### config.mk
export PLATFORM = sky130hd
export DESIGN_NAME = mem_dump_master_flat
export DESIGN_NICKNAME = d
export VERILOG_FILES = /design/src/rtl/mem_dump_master_if.sv /design/src/rtl/mem_dump_master.sv /design/src/flat_wrapper.sv
export SDC_FILE = /design/constraint.sdc
export NUM_CORES = 1
export LEC_CHECK = 0
export ABC_AREA = 0
export BUFFER_PORTS_ARGS = -buffer_cell sky130_fd_sc_hd__buf_2
export CORE_MARGIN = 3
export CORE_UTILIZATION = 48
export CTS_CLUSTER_DIAMETER = 100
export DETAILED_ROUTE_END_ITERATION = 8
export PLACE_DENSITY_LB_ADDON = 0.1
export SYNTH_ARGS = -nofsm -noshare
export SYNTH_HDL_FRONTEND = slang
export SYNTH_SLANG_ARGS = --single-unit
### constraint.sdc
create_clock -name clk -period 4.8 [get_ports clk]
set_input_delay 0.72 -clock clk [delete_from_list [all_inputs] [get_ports clk]]
set_output_delay 0.72 -clock clk [all_outputs]
set_load 0.01 [all_outputs]
### src/rtl/mem_dump_master_if.sv
// rtl/mem_dump_master_if.sv - data-memory bus and dump-stream bundle for mem_dump_master
//
// Groups the data-memory port and the dump output stream.
//   mem_address    : word address to data memory
//   mem_write_data : write data to data memory
//   mem_write      : write enable to data memory
//   mem_read_data  : combinational read data (same cycle as mem_address)
//   out_valid      : dump word available
//   out_data       : dump word
//   out_index      : offset of out_data from the start address
//   out_ready      : sink accepts the word
// master = the engine side, slave = memory/sink side.
interface mem_dump_master_if #(
   parameter int CNT_W = 9
);
   logic [31:0]      mem_address;
   logic [31:0]      mem_write_data;
   logic             mem_write;
   logic [31:0]      mem_read_data;
   logic             out_valid;
   logic [31:0]      out_data;
   logic [CNT_W-1:0] out_index;
   logic             out_ready;

   modport master (
      output mem_address, mem_write_data, mem_write,
      output out_valid, out_data, out_index,
      input  mem_read_data, out_ready
   );

   modport slave (
      input  mem_address, mem_write_data, mem_write,
      input  out_valid, out_data, out_index,
      output mem_read_data, out_ready
   );
endinterface

### src/rtl/mem_dump_master.sv
// rtl/mem_dump_master.sv - data-memory dump/fill bus-master engine
//
// Reads a contiguous range of data-memory words and streams them out with a
// valid/ready handshake, or fills a range with a constant word.
//   clk, rst    : clock, synchronous active-high reset
//   start       : one-cycle request, honoured only when idle
//   mode        : 0 = dump, 1 = fill (latched on start)
//   base_addr   : first word address (latched on start)
//   count       : number of words (latched on start)
//   fill_data   : word written in fill mode (latched on start)
//   busy        : high whenever not idle
//   done        : one-cycle completion pulse
//   err         : range error, valid with done, held until next start
//   bus         : memory port and dump stream (master modport)
module mem_dump_master #(
   parameter int MEM_DEPTH = 257,
   parameter int CNT_W     = 9
) (
   input  logic             clk,
   input  logic             rst,
   input  logic             start,
   input  logic             mode,
   input  logic [31:0]      base_addr,
   input  logic [CNT_W-1:0] count,
   input  logic [31:0]      fill_data,
   output logic             busy,
   output logic             done,
   output logic             err,
   mem_dump_master_if.master bus
);

   typedef enum logic [2:0] {
      IDLE    = 3'd0,
      CHECK   = 3'd1,
      READ    = 3'd2,
      PRESENT = 3'd3,
      FILL    = 3'd4,
      FINISH  = 3'd5
   } state_t;

   state_t           state_q, state_d;
   logic             mode_q, mode_d;
   logic [31:0]      base_q, base_d;
   logic [CNT_W-1:0] count_q, count_d;
   logic [31:0]      fill_q, fill_d;
   logic [CNT_W-1:0] idx_q, idx_d;
   logic             err_q, err_d;
   logic [31:0]      out_data_q, out_data_d;
   logic [CNT_W-1:0] out_index_q, out_index_d;
   logic [31:0]      mem_addr_q, mem_addr_d;
   logic [31:0]      mem_wdata_q, mem_wdata_d;
   logic             mem_we_q, mem_we_d;

   // 33-bit end address so a base near 2^32 cannot wrap past the check
   logic [32:0]      end_addr;
   logic             last_word;

   assign end_addr  = {1'b0, base_q} + 33'(count_q);
   assign last_word = (idx_q == count_q - CNT_W'(1));

   always_comb begin
      state_d     = state_q;
      mode_d      = mode_q;
      base_d      = base_q;
      count_d     = count_q;
      fill_d      = fill_q;
      idx_d       = idx_q;
      err_d       = err_q;
      out_data_d  = out_data_q;
      out_index_d = out_index_q;
      mem_addr_d  = 32'd0;
      mem_wdata_d = 32'd0;
      mem_we_d    = 1'b0;

      case (state_q)
         IDLE: begin
            if (start) begin
               mode_d  = mode;
               base_d  = base_addr;
               count_d = count;
               fill_d  = fill_data;
               idx_d   = '0;
               err_d   = 1'b0;
               state_d = CHECK;
            end
         end
         CHECK: begin
            if (count_q == '0) begin
               state_d = FINISH;
            end else if (end_addr > 33'(MEM_DEPTH)) begin
               err_d   = 1'b1;
               state_d = FINISH;
            end else begin
               state_d = mode_q ? FILL : READ;
            end
         end
         READ: begin
            out_data_d  = bus.mem_read_data;
            out_index_d = idx_q;
            state_d     = PRESENT;
         end
         PRESENT: begin
            if (bus.out_ready) begin
               if (last_word) begin
                  state_d = FINISH;
               end else begin
                  idx_d   = idx_q + CNT_W'(1);
                  state_d = READ;
               end
            end
         end
         FILL: begin
            if (last_word) begin
               state_d = FINISH;
            end else begin
               idx_d = idx_q + CNT_W'(1);
            end
         end
         FINISH: begin
            state_d = IDLE;
         end
         default: begin
            state_d = IDLE;
         end
      endcase

      // Memory outputs are registered from the next state, so they are
      // valid for the whole cycle the engine spends in READ or FILL.
      if (state_d == READ || state_d == FILL) begin
         mem_addr_d = base_q + 32'(idx_d);
      end
      if (state_d == FILL) begin
         mem_wdata_d = fill_q;
         mem_we_d    = 1'b1;
      end
   end

   always_ff @(posedge clk) begin
      if (rst) begin
         state_q     <= IDLE;
         mode_q      <= 1'b0;
         base_q      <= 32'd0;
         count_q     <= '0;
         fill_q      <= 32'd0;
         idx_q       <= '0;
         err_q       <= 1'b0;
         out_data_q  <= 32'd0;
         out_index_q <= '0;
         mem_addr_q  <= 32'd0;
         mem_wdata_q <= 32'd0;
         mem_we_q    <= 1'b0;
      end else begin
         state_q     <= state_d;
         mode_q      <= mode_d;
         base_q      <= base_d;
         count_q     <= count_d;
         fill_q      <= fill_d;
         idx_q       <= idx_d;
         err_q       <= err_d;
         out_data_q  <= out_data_d;
         out_index_q <= out_index_d;
         mem_addr_q  <= mem_addr_d;
         mem_wdata_q <= mem_wdata_d;
         mem_we_q    <= mem_we_d;
      end
   end

   assign bus.mem_address    = mem_addr_q;
   assign bus.mem_write_data = mem_wdata_q;
   assign bus.mem_write      = mem_we_q;
   assign bus.out_valid      = (state_q == PRESENT);
   assign bus.out_data       = out_data_q;
   assign bus.out_index      = out_index_q;
   assign busy               = (state_q != IDLE);
   assign done               = (state_q == FINISH);
   assign err                = err_q;

endmodule

### src/flat_wrapper.sv
// flat-port wrapper written by rule: the top's interface ports become plain ports
module mem_dump_master_flat 
#(
   parameter int MEM_DEPTH = 257,
   parameter int CNT_W     = 9
)
  (clk, rst, start, mode, base_addr, count, fill_data, busy, done, err, bus_mem_address, bus_mem_write_data, bus_mem_write, bus_out_valid, bus_out_data, bus_out_index, bus_mem_read_data, bus_out_ready);
  mem_dump_master_if #(.CNT_W(CNT_W)) bus_i ();
  input  logic clk;
  input  logic rst;
  input  logic start;
  input  logic mode;
  input  logic [31:0] base_addr;
  input  logic [CNT_W-1:0] count;
  input  logic [31:0] fill_data;
  output logic busy;
  output logic done;
  output logic err;
  output wire logic [$bits(bus_i.mem_address)-1:0] bus_mem_address;
  output wire logic [$bits(bus_i.mem_write_data)-1:0] bus_mem_write_data;
  output wire logic [$bits(bus_i.mem_write)-1:0] bus_mem_write;
  output wire logic [$bits(bus_i.out_valid)-1:0] bus_out_valid;
  output wire logic [$bits(bus_i.out_data)-1:0] bus_out_data;
  output wire logic [$bits(bus_i.out_index)-1:0] bus_out_index;
  input wire logic [$bits(bus_i.mem_read_data)-1:0] bus_mem_read_data;
  input wire logic [$bits(bus_i.out_ready)-1:0] bus_out_ready;
  assign bus_mem_address = bus_i.mem_address;
  assign bus_mem_write_data = bus_i.mem_write_data;
  assign bus_mem_write = bus_i.mem_write;
  assign bus_out_valid = bus_i.out_valid;
  assign bus_out_data = bus_i.out_data;
  assign bus_out_index = bus_i.out_index;
  assign bus_i.mem_read_data = bus_mem_read_data;
  assign bus_i.out_ready = bus_out_ready;
  mem_dump_master #(.MEM_DEPTH(MEM_DEPTH), .CNT_W(CNT_W)) u_core (.clk(clk), .rst(rst), .start(start), .mode(mode), .base_addr(base_addr), .count(count), .fill_data(fill_data), .busy(busy), .done(done), .err(err), .bus(bus_i));
endmodule
==> impl_metrics.tcl <==
set metrics [dict create \
    overflow 0 \
    ys.warnings.count 0 \
    clock_latency_ps 430 \
    syn_avg_cell_area_um2 7.888 \
    rows 48 \
    hp-class "flip-flop to flip-flop" \
    synth_edf_count 0 \
    min_path_cells 1 \
    max_freq_mhz 228.1 \
    start_util 0.4956 \
    p_per_area_nw_per_um2 359.3 \
    netlist_top_cells_count "nand2_1 (277), dfxtp_1 (193), a21oi_1 (145), nor2_1 (75), clkbuf_1 (54)" \
    grt_first_pass_wirelength_mm 37.87 \
    crit_type "flip-flop to flip-flop" \
    synth_top_area_share 0.4445 \
    ys_ff_latch 193 \
    finalSetupTns_ps 0 \
    dieArea_um2 19760 \
    grt.total_usage 0.2327 \
    ys_async_sr_fraction 0 \
    timing.critical_path.to_type "flip-flop" \
    cts_tree "done" \
    seq_area_frac_synth 0.4445 \
    die_h_um 140.6 \
    yosysUniqueCellTypes 72 \
    synth.largest_area_cell "dfxtp_1" \
    finalClockSkew_ps 11.09 \
    worstPathCellList "inv_1 -> ha_1 -> xor2_1 -> o211ai_1 -> a211oi_1 -> nor4b_2 -> buf_4 -> nand3_1 -> nand2_1 -> nand2_1 -> o21ai_1 -> ha_1 -> inv_1 -> fa_1 -> nor2b_1 -> o21ai_0 -> a21boi_1 -> o21bai_1 -> o21ai_0 -> buf_4 -> and3_1 -> nand3_1 -> xnor2_1 -> nor2_1" \
    cts_buffers 17 \
    drt_wl_total_mm 23.25 \
    drive_gt1_frac 0.2235 \
    hold_viol 0 \
    postCtsHoldBufs 0 \
    fin_area_um2 10460 \
    outcome "finished, final reports clean" \
    path_clk_slew_ps 70 \
    area_growth_pct 20.35 \
    synth_fp_nets 1235 \
    p_leak_nw 4.391 \
    postCtsSetupRepairBufs 0 \
    maxCapViolCount 0 \
    viasPerCell 5.287 \
    die_x_um 140.6 \
    numPortBuffers 219 \
    worstMarginPinSlew_ps 1013 \
    slowest_stage "dfxtp_2" \
    synth_area_leaders "dfxtp_1 (44%), nand2_1 (12%), a21oi_1 (8.3%)" \
    ant_nets 0 \
    cp.required_ps 5110 \
    slew_headroom 0.3246 \
    fillers 1719 \
    h-tree-depth 4 \
    reg2reg_depth 24 \
    dp_cells 1486 \
    crit_fanout 7 \
    core_area_um2 17540 \
    finalNonFillerCells 1518 \
    startpoint_type "flip-flop" \
    cp_num_buf_inv 4 \
    clk_path_buf_depth 2 \
    grt_max_degree 97 \
    antenna_found_initial 0 \
    critPathArrivalTime_ps 4700 \
    nNetsFinal 1413 \
    ys.flop_type "dfxtp_1" \
    hpwl_mm 16.61 \
    slew_viol_final 0 \
    vias 8026 \
    ios 220 \
    syn_inst 1102 \
    yosysMostFrequentCell "nand2_1" \
    finalPower_mw 3.759 \
    clkSinkCount 193 \
    postPlaceCellArea_um2 9874 \
    cts-root-buf "clkbuf_16" \
    irDropWorstVdd_mv 0.2663 \
    path_depth 24 \
    drt_pass1_iterations 5 \
    period_minus_slack_ps 4384 \
    grt_setup_unrepaired "no" \
    setup_viol 0 \
    grt_pass1_vias 7562 \
    wl_per_cell_um 15.31 \
    post-route-period-util 0.9132 \
    drc 0 \
    netlist_area_um2 8692 \
    antenna_cells 0 \
    slowest_delay_ps 410 \
    drt_iter0_drc 521 \
    crit_family "simple AND/OR/NAND/NOR gates" \
    gp_congestion 0.9421 \
]
layer usage:
layer / vias to the layer above / share of wire / track usage
li1: 4066 / - / -
met1: 3635 / 0.45 / 0.3073
met4: 0 / 0.033 / 0.09434
met2: 278 / 0.45 / 0.3644
met3: 47 / 0.076 / 0.05906
met5: - / 0 / 0
sequential cells by signal, indices dropped and copies added, names as in the netlist:
signal and flops:
u_core.base_q 32, u_core.bus.mem_address 32, u_core.bus.mem_write_data 32, u_core.bus.out_data 32, u_core.fill_q 32, u_core.bus.out_index 9
u_core.count_q 9, u_core.idx_q 9, u_core.state_q 3, u_core.bus.mem_write 1, u_core.err 1, u_core.mode_q 1
power by group:
| group | switching, mW | total, mW | internal (mW) |
|---|---|---|---|
| sequential | 0.0951 | 1.78 | 1.68 |
| clock | 0.685 | 1.38 | 0.693 |
| combinational | 0.368 | 0.604 | 0.236 |
path summary, 6_finish.rpt:
kind                                   startpoint                            end  slack, ps
worst max-delay path            u_core.count_q[1]     u_core.bus.mem_address[24]        420
worst min-delay path            u_core.fill_q[14]  u_core.bus.mem_write_data[14]        450
worst max register to register  u_core.count_q[1]     u_core.bus.mem_address[24]        420
worst min register to register  u_core.fill_q[14]  u_core.bus.mem_write_data[14]        450
area by class of cell:
cell class              instances  area [um2]  area share
flip-flops and latches        193        3866      0.3696
well taps                     225       281.5     0.02691
inverters                      21       78.83    0.007535
clock inverters                14       138.9     0.01328
multi-input cells             814        4463      0.4266
repair buffers                233        1204      0.1151
clock buffers                  18       429.2     0.04102
through the flow:
stage,util,setup slack [ps],hold WS (ps)
6_report,0.5965,416.4,447.9
2_1_floorplan,-,299.8,429.6
4_1_cts,0.5955,158.7,451.7
5_1_grt,0.5965,43.05,469.3
3_5_place_dp,0.5631,215.2,439.5
3_3_place_gp,0.5631,282.3,433.4
timing repair:
action | 4_1_cts | 5_1_grt
gates resized for setup | 0 | 8
hold endpoints to repair | 0 | 0
endpoints found under the setup margin | 0 | 14
cell families (layout without fill, tap and decap cells):
| family | after synthesis | in the layout | share of synthesized area |
|---|---|---|---|
| xor+xnor | 49 | 49 | 0.04937 |
| mux | 6 | 6 | 0.007197 |
| compound gates | 227 | 227 | 0.1546 |
| fa+ha+maj | 23 | 23 | 0.03484 |
| buf+inv | 95 | 286 | 0.04506 |
| simple gates | 509 | 509 | 0.2644 |
| flops | 193 | 193 | 0.4445 |
worst reg2reg max path: stages, from the launching register on:
cell      delay (ps)
dfxtp_2          410
inv_1             80
ha_1             290
xor2_1           150
o211ai_1         100
a211oi_1         210
nor4b_2          260
buf_4            180
nand3_1           90
nand2_1          110
nand2_1           60
o21ai_1          150
ha_1             200
inv_1             50
fa_1             390
nor2b_1          160
o21ai_0          130
a21boi_1         210
o21bai_1         100
o21ai_0          170
buf_4            170
and3_1           270
nand3_1          120
xnor2_1          160
nor2_1            50
cells in the final DEF, fill, tap and decap left out, types with 3 or more instances in the layout:
cell type,Yosys,routed
a31oi_1,3,3
or2_2,6,6
nor4_1,9,8
nand4_1,17,17
inv_6,0,3
nand3_1,21,21
or4_1,6,6
a21o_1,4,4
ha_1,21,21
xor2_1,21,21
o21ai_1,2,3
xnor2_1,28,28
o21ai_0,25,24
and3_1,5,5
nor4b_1,4,3
a21oi_1,145,143
inv_1,21,21
inv_8,0,5
buf_2,10,218
nor3_1,16,16
clkbuf_16,0,17
or3_1,5,5
dfxtp_1,193,191
mux2i_1,4,4
nand2_1,277,276
a41oi_1,4,4
o31ai_1,4,4
clkinvlp_4,0,3
nand2b_1,7,7
o211ai_1,3,3
nor2_1,75,74
nor2b_1,10,10
and2_1,39,38
buf_4,0,15
No activity file was read; power rests on OpenSTA's default activity.
